<file path="config.mk">
export PLATFORM = sky130hd
export DESIGN_NAME = mem_arbiter
export DESIGN_NICKNAME = d
export VERILOG_FILES = /design/src/rtl/mem_arbiter_pkg.sv /design/src/rtl/rr_arbiter.sv /design/src/rtl/mem_arbiter.sv
export SDC_FILE = /design/constraint.sdc
export NUM_CORES = 1
export LEC_CHECK = 0
export ABC_AREA = 1
export CAP_MARGIN = 20
export CORE_MARGIN = 2
export CORE_UTILIZATION = 37
export DETAILED_ROUTE_END_ITERATION = 12
export GPL_ROUTABILITY_DRIVEN = 0
export PLACE_DENSITY_LB_ADDON = 0.05
export SLEW_MARGIN = 20
export SYNTH_ARGS = -nofsm -noshare
export SYNTH_HDL_FRONTEND = slang
export SYNTH_SLANG_ARGS = --single-unit
</file>
<file path="constraint.sdc">
create_clock -name clock -period 1.8 [get_ports clock]
set_input_delay 0.36 -clock clock [delete_from_list [all_inputs] [get_ports clock]]
set_output_delay 0.36 -clock clock [all_outputs]
set_load 0.05 [all_outputs]
</file>
<file path="src/rtl/mem_arbiter_pkg.sv">
// mem_arbiter_pkg: shared types and the address decoder for mem_arbiter.
//   state_t       - transaction FSM states
//   region_t      - decoded target of an access
//   decode_region - maps a word address onto ROM / RAM / ILLEGAL given the
//                   ROM and RAM region sizes
package mem_arbiter_pkg;

   typedef enum logic [1:0] {IDLE, ISSUE, WAIT, RESP} state_t;

   typedef enum logic [1:0] {REGION_ROM, REGION_RAM, REGION_ILLEGAL} region_t;

   // Decode is done at a fixed wide width so ROM_SIZE+RAM_SIZE can never
   // overflow whatever ADDR_W the instance uses (ADDR_W <= DECODE_W).
   localparam int DECODE_W = 64;

   function automatic region_t decode_region(input logic [DECODE_W-1:0] addr,
                                             input logic [DECODE_W-1:0] rom_size,
                                             input logic [DECODE_W-1:0] ram_size);
      if (addr < rom_size)
         return REGION_ROM;
      else if (addr < rom_size + ram_size)
         return REGION_RAM;
      return REGION_ILLEGAL;
   endfunction

endpackage

</file>
<file path="src/rtl/rr_arbiter.sv">
// rr_arbiter: picks one requester out of NUM_PORTS.
//   MEM_ARBITER_RR_EN defined   - round robin; search starts one past the last
//                                 winner, pointer moves only when grant_en is
//                                 high and some port requests.
//   MEM_ARBITER_RR_EN undefined - fixed priority, highest index wins; no state.
// Ports:
//   clock, reset_n  clock / async active-low reset (round-robin build only)
//   req             per-port request
//   grant_en        grants may be issued this cycle
//   grant           one-hot grant (zero when grant_en is low or no request)
//   idx             encoded winner, valid whenever any req is high
module rr_arbiter #(
   parameter  int NUM_PORTS = 2,
   localparam int IDX_W     = (NUM_PORTS > 1) ? $clog2(NUM_PORTS) : 1
) (
`ifdef MEM_ARBITER_RR_EN
   input  logic                 clock,
   input  logic                 reset_n,
`endif
   input  logic [NUM_PORTS-1:0] req,
   input  logic                 grant_en,
   output logic [NUM_PORTS-1:0] grant,
   output logic [IDX_W-1:0]     idx
);

   logic found;

`ifdef MEM_ARBITER_RR_EN
   logic [IDX_W-1:0] ptr;

   // NOTE: every signal written in always_comb gets a default first, so no
   // path through the block can leave it unassigned and infer a latch.
   always_comb begin
      found = 1'b0;
      idx   = '0;
      for (int k = 1; k <= NUM_PORTS; k++) begin
         if (!found && req[(int'(ptr) + k) % NUM_PORTS]) begin
            found = 1'b1;
            idx   = IDX_W'((int'(ptr) + k) % NUM_PORTS);
         end
      end
   end

   // Reset to the last port so port 0 is searched first.
   always_ff @(posedge clock or negedge reset_n) begin
      if (!reset_n)
         ptr <= IDX_W'(NUM_PORTS - 1);
      else if (grant_en && found)
         ptr <= idx;
   end
`else
   always_comb begin
      found = 1'b0;
      idx   = '0;
      for (int i = 0; i < NUM_PORTS; i++) begin
         if (req[i]) begin
            found = 1'b1;
            idx   = IDX_W'(i);
         end
      end
   end
`endif

   assign grant = (grant_en && found) ? (NUM_PORTS'(1) << idx) : '0;

endmodule

</file>
<file path="src/rtl/mem_arbiter.sv">
// mem_arbiter: arbitrates NUM_PORTS requesters onto a shared ROM and RAM.
// Each granted access is decoded (ROM / RAM / ILLEGAL), RAM addresses are
// rebased to start at 0, and completion is signalled by a one-cycle ack.
// Build option: MEM_ARBITER_RR_EN selects round-robin arbitration; without it
// the highest-index requester always wins.
// Ports:
//   clock, reset_n       clock / async active-low reset
//   req, we              per-port request (held until ack) and write enable
//   addr, wdata          packed per-port address / write data
//   ack, err             one-hot completion pulse and illegal-access flag
//   rdata                read data, valid with ack
//   rom_rd, rom_addr     ROM read strobe and word address
//   rom_rdata            ROM read data
//   ram_rd, ram_wr       RAM strobes
//   ram_addr, ram_wdata  rebased RAM address and write data
//   ram_rdata            RAM read data
module mem_arbiter
   import mem_arbiter_pkg::*;
#(
   parameter  int NUM_PORTS    = 2,
   parameter  int ADDR_W       = 32,
   parameter  int DATA_W       = 32,
   parameter  int ROM_SIZE     = 32,
   parameter  int RAM_SIZE     = 64,
   parameter  int READ_LATENCY = 1,
   localparam int IDX_W        = (NUM_PORTS > 1) ? $clog2(NUM_PORTS) : 1,
   localparam int CNT_W        = (READ_LATENCY > 1) ? $clog2(READ_LATENCY) : 1
) (
   input  logic                        clock,
   input  logic                        reset_n,
   input  logic [NUM_PORTS-1:0]        req,
   input  logic [NUM_PORTS-1:0]        we,
   input  logic [NUM_PORTS*ADDR_W-1:0] addr,
   input  logic [NUM_PORTS*DATA_W-1:0] wdata,
   output logic [NUM_PORTS-1:0]        ack,
   output logic [NUM_PORTS-1:0]        err,
   output logic [DATA_W-1:0]           rdata,
   output logic                        rom_rd,
   output logic [ADDR_W-1:0]           rom_addr,
   input  logic [DATA_W-1:0]           rom_rdata,
   output logic                        ram_rd,
   output logic                        ram_wr,
   output logic [ADDR_W-1:0]           ram_addr,
   output logic [DATA_W-1:0]           ram_wdata,
   input  logic [DATA_W-1:0]           ram_rdata
);

   state_t                state, state_nx;
   region_t               region_d, region_q;
   logic [NUM_PORTS-1:0]  grant;
   logic [IDX_W-1:0]      arb_idx, win_idx;
   logic [ADDR_W-1:0]     addr_sel;
   logic                  we_sel, we_q;
   logic [DATA_W-1:0]     wdata_sel, wdata_q, rdata_q;
   logic [ADDR_W-1:0]     rom_addr_q, ram_addr_q;
   logic [CNT_W-1:0]      cnt;

   rr_arbiter #(.NUM_PORTS(NUM_PORTS)) u_arb (
`ifdef MEM_ARBITER_RR_EN
      .clock    (clock),
      .reset_n  (reset_n),
`endif
      .req      (req),
      .grant_en (state == IDLE),
      .grant    (grant),
      .idx      (arb_idx)
   );

   // Winner's request fields, only meaningful in IDLE while grant is high.
   assign addr_sel  = addr[arb_idx*ADDR_W +: ADDR_W];
   assign wdata_sel = wdata[arb_idx*DATA_W +: DATA_W];
   assign we_sel    = we[arb_idx];

   always_comb begin
      region_d = decode_region(DECODE_W'(addr_sel), DECODE_W'(ROM_SIZE), DECODE_W'(RAM_SIZE));
      if (we_sel && region_d == REGION_ROM)
         region_d = REGION_ILLEGAL;
   end

   // NOTE: sequential state uses non-blocking assignments so every register
   // samples pre-edge values regardless of process ordering.
   always_ff @(posedge clock or negedge reset_n) begin
      if (!reset_n)
         state <= IDLE;
      else
         state <= state_nx;
   end

   always_comb begin
      state_nx = state;
      case (state)
         IDLE:    if (|grant) state_nx = ISSUE;
         ISSUE:   state_nx = (region_q != REGION_ILLEGAL && !we_q) ? WAIT : RESP;
         WAIT:    if (cnt == CNT_W'(READ_LATENCY - 1)) state_nx = RESP;
         RESP:    state_nx = IDLE;
         default: state_nx = IDLE;
      endcase
   end

   // NOTE: the datapath registers are reset as well (not just the FSM) so the
   // address, write-data and read-data outputs read 0 straight out of reset.
   always_ff @(posedge clock or negedge reset_n) begin
      if (!reset_n) begin
         win_idx    <= '0;
         we_q       <= 1'b0;
         region_q   <= REGION_ROM;
         rom_addr_q <= '0;
         ram_addr_q <= '0;
         wdata_q    <= '0;
         rdata_q    <= '0;
         cnt        <= '0;
      end else begin
         case (state)
            IDLE: if (|grant) begin
               win_idx    <= arb_idx;
               we_q       <= we_sel;
               region_q   <= region_d;
               rom_addr_q <= addr_sel;
               // Wraps for ROM/illegal addresses; only used when region is RAM.
               ram_addr_q <= addr_sel - ADDR_W'(ROM_SIZE);
               wdata_q    <= wdata_sel;
            end
            ISSUE: begin
               cnt     <= '0;
               rdata_q <= '0;   // writes and illegal reads return 0
            end
            WAIT: begin
               if (cnt == CNT_W'(READ_LATENCY - 1))
                  rdata_q <= (region_q == REGION_ROM) ? rom_rdata : ram_rdata;
               else
                  cnt <= cnt + CNT_W'(1);
            end
            default: ;
         endcase
      end
   end

   // Strobes and ack decode straight from the state register, so reset
   // clears them asynchronously.
   assign rom_rd    = (state == ISSUE) && (region_q == REGION_ROM);
   assign ram_rd    = (state == ISSUE) && (region_q == REGION_RAM) && !we_q;
   assign ram_wr    = (state == ISSUE) && (region_q == REGION_RAM) && we_q;
   assign ack       = (state == RESP) ? (NUM_PORTS'(1) << win_idx) : '0;
   assign err       = (state == RESP && region_q == REGION_ILLEGAL) ? (NUM_PORTS'(1) << win_idx) : '0;
   assign rdata     = rdata_q;
   assign rom_addr  = rom_addr_q;
   assign ram_addr  = ram_addr_q;
   assign ram_wdata = wdata_q;

endmodule
</file>
==> results.txt <==
----------------------------------------------------
[Pwr]
  Share of power burned in combinational logic ... approximately three fifths
  Total power after layout ... 0.0215 W
  Power density over the cells ... about 1800 nW/um^2
  Relative contribution of sequential cells to total power ... 23.4%
  Internal power ... 0.0111 W
  Sw frac ... 48.4%
  Net switching power ... 0.0104 W
  Max rail drop VDD ... 986 uV
  Share of power burned in the clock network ... 17.1%
  Standby leakage power ... 5.68 nW

[Global route]
  Initial antenna violation count ... 0
  Pin count of the biggest net entering global routing ... 50
  Global-route total usage across every layer ... 23.7%
  Via count of the first global-routing pass ... 7240
  Grt total ovfl ... 0
  Global-route wire length before repair ... roughly 37 mm

[Routing]
  First-pass iteration count of the detailed router ... 5
  Routed metal-1 wirelength ... 10.3 mm
  Top sig layer ... met4
  Number of nets still failing antenna checks after routing ... 0
  First-iteration detailed-routing DRC count ... 362
  Number of DRC violations after detailed routing ... 0
  Via Count ... 7503
  Final routed wirelength across all metal layers ... 24.4 mm
  Average vias per placed instance ... 4.72
  DR WL met2 ... 11.8 mm
  DR WL/cell ... 15.3 microns
  Met3 wire len ... 1.85 mm

[Timing]
  Slew Viols, Final ... 0
  Final count of negative-setup-slack endpoints ... 2
  Least setup slack across all paths after layout ... -38.2 ps
  Slew @ Worst Pin ... 527 ps
  Final hold slack ... about 460 ps
  Worst max-slew margin expressed relative to the limit ... 64.9%
  Clock Skews ... roughly 12 ps
  Number of hold violations in the final report ... 0
  Final Cycle Share ... 102%
  Post-route minimum period ... 1840 ps
  Unrepaired setup endpoints after global routing ... yes
  Fmax ... between 500 and 600 MHz

[Final layout]
  Layout-stage area growth over the synthesis result ... 70.8%
  Proportion of layout cells with a drive suffix above 1 ... 26.0%
  Design area ... 12000 sq um
  Antenna Cells ... 0
  Final layout net count ... approximately 1500
  Finished Layout Cells ... about 1600

[Logic synthesis]
  Yosys reg bits ... 129
  Yosys top cell by area ... dfrtp_1
  Post-synthesis net count ... 1138
  Summed instance area of the synthesized netlist ... 7010 sq um
  Synth Instances ... 935
  Sequential share of the synthesized area ... 46.1%
  Mean Syn Cell Area ... 7.49 sq um
  Number of different library cells in the post-synthesis netlist ... 37
  Yosys synthesis warning count ... 0
  Share of the synthesized area in the top cell type ... 46.1%
  Largest cells by area after synthesis ... dfrtp_1 46%, nand2_1 15%, nor2_1 8.2%

[Clock network]
  Sink Count ... about 130
  Clock latency on the worst-skew pair ... approximately 420 ps
  CTS HTree Levels ... 4
  Clock-pin slew reported for the worst setup and hold paths after clock tree synthesis ... 60 ps
  TritonCTS clock tree ... yes
  Clock Tree Buf Depth ... 2
  Cts bufs inserted ... 17
  CTS Root Cell ... clkbuf_16

[Placed design]
  Detail Placement HPWL ... 17.7 mm
  Total instance count after detailed placement ... 1535
  Placed Area ... between 10000 and 15000 sq um
  Post-place setup slack ... -367 ps
  Port-buffer cells ... between 300 and 400

[Worst hold path]
  Worst min-delay path class ... input port to asynchronous set/reset pin

[Die]
  Die width ... 142 microns
  Initial Util ... 37.6%
  IO Count ... about 330
  Die Span Y ... 142 microns
  Placeable core area ... 18600 sq um
  Area enclosed by the die boundary ... 20100 sq um
  Cell Rows ... 50

[Flow run]
  Count of max-cap constraint violations ... 0

[Worst setup path]
  Maximum fanout along the worst path ... 2
  Internal reg-to-reg setup slack ... 40 ps
  Element type at the critical path start ... flip-flop
  Worst EP arrival ... between 1000 and 1500 ps
  Critical R2R Launch ... state[0]
  RR Endpoint ... ram_addr[16]
  Capturing element type of the critical path ... primary output
  Category of the most critical setup path ... flip-flop to primary output
  Required time at the worst-slack endpoint ... about 1400 ps
  R2R cell count ... 9

[Status]
  Status ... finished, violations left
  Failing checks ... setup timing

----------------------------------------------------
-- cell type report --
class                           count  area (sq um)
Fill cell                        1690          6680
Timing Repair Buffer              441          4190
Sequential cell                   129          3230
Multi-Input combinational cell    640          3190
Clock buffer                       19           443
Inverter                          112           435
Tap cell                          234           293
Clock inverter                     13           185
-- stage by stage --
step                TNS, ps  util (%)
floorplan             -30.8         -
global placement      -4360      58.4
detailed placement    -4850      58.4
CTS                    -233      62.3
global route           -564      64.2
finish                -52.6      64.2
-- critical path, stage by stage (launching register included) --
cell and delay (ps):
dfrtp_1 390, inv_2 80, ha_4 130, inv_4 30, nor2_4 90, nand2_4 80
nor2_4 120, buf_12 150
-- state kept, by name, summed over array words and instances, names as in the netlist --
name and flops:
rom_addr 32, ram_addr 27, rdata 32, region_q 2, we_q 1, ram_wdata 32, state 2, win_idx 1
-- cell usage after synthesis --
master,n
nand3b_1,3
nor2_1,153
buf_8,3
ha_1,5
o21ai_0,23
o211ai_1,5
o21bai_1,1
buf_2,17
nand3_2,2
o32ai_1,32
dfrtp_1,129
nand2_2,20
o311ai_0,1
o21a_1,3
a21boi_0,1
nor3_1,2
a31oi_1,42
clkbuf_1,23
a21oi_1,7
o21ai_2,2
nand2_4,2
inv_6,1
buf_6,5
and2_1,1
o21ai_1,3
inv_1,106
nand4_1,6
or2_2,1
buf_4,5
nand2_1,274
buf_1,1
nand3_1,30
o22ai_1,2
o31ai_1,1
nor2_2,12
nor2_4,6
inv_2,5
-- worst max-delay path by stage --
stage,from,end,slack [ps],cells past startpoint
floorplan,state[1],ram_rd,-20,6
global placement,addr[37],ram_addr[25],-340,12
detailed placement,addr[37],ram_addr[25],-370,12
CTS,state[1],ram_rd,-110,7
global route,state[1],ram_rd,-110,7
finish,state[1],ram_rd,-40,7
-- cells in the final DEF, fill, tap and decap left out, types with 4 or more instances in the layout --
cell type        synthesis  routed
clkbuf_16                0      24
nand2_1                274     271
o21ai_1                  3       4
inv_2                    5       7
buf_6                    5       4
inv_1                  106     101
o21ai_0                 23      21
nand4_1                  6       6
clkdlybuf4s50_1          0     195
a21oi_1                  7       6
nand2_4                  2       4
o211ai_1                 5       5
nor2_4                   6      14
nand2_2                 20      21
dfrtp_1                129     126
buf_12                   0      18
nor2_1                 153     146
buf_4                    5     213
a31oi_1                 42      42
bufinv_16                0       4
nand3_1                 30      30
o32ai_1                 32      32
nor2_2                  12      11
clkinv_4                 0       4
-- power by group through the flow --
stage | logic [W] | registers (W) | clock network, W
floorplan | 0.00356 | 0.00914 | 0
global placement | 0.0120 | 0.00502 | 0
detailed placement | 0.0120 | 0.00503 | 0
CTS | 0.0122 | 0.00503 | 0.00376
global route | 0.0136 | 0.00521 | 0.00390
finish | 0.0128 | 0.00504 | 0.00369
-- per-layer routing --
| metal | vias to the layer above | global-route usage [%] |
|---|---|---|
| li1 | 3793 | - |
| met1 | 3433 | 29.4 |
| met2 | 252 | 39.9 |
| met3 | 25 | 7.22 |
| met4 | 0 | 6.95 |
| met5 | - | 0 |
-- cells by family after synthesis --
logic type               count (synthesis)  share of synthesized area (%)
buffers and inverters                  166                           10.6
adder cells (fa/ha/maj)                  5                          0.893
flip-flops                             129                           46.1
AO/OA/AOI/OAI                          123                           11.8
AND/OR/NAND/NOR                        512                           30.6
-- timing repair --
action	in CTS	in global routing
setup endpoints to repair	5	60
cloned	0	7
setup buffers	4	10
hold buffers	1	0
resized for setup	20	30
hold endpoints to repair	46	0
pin swaps	7	10
Power figures use the tool's default switching activity.
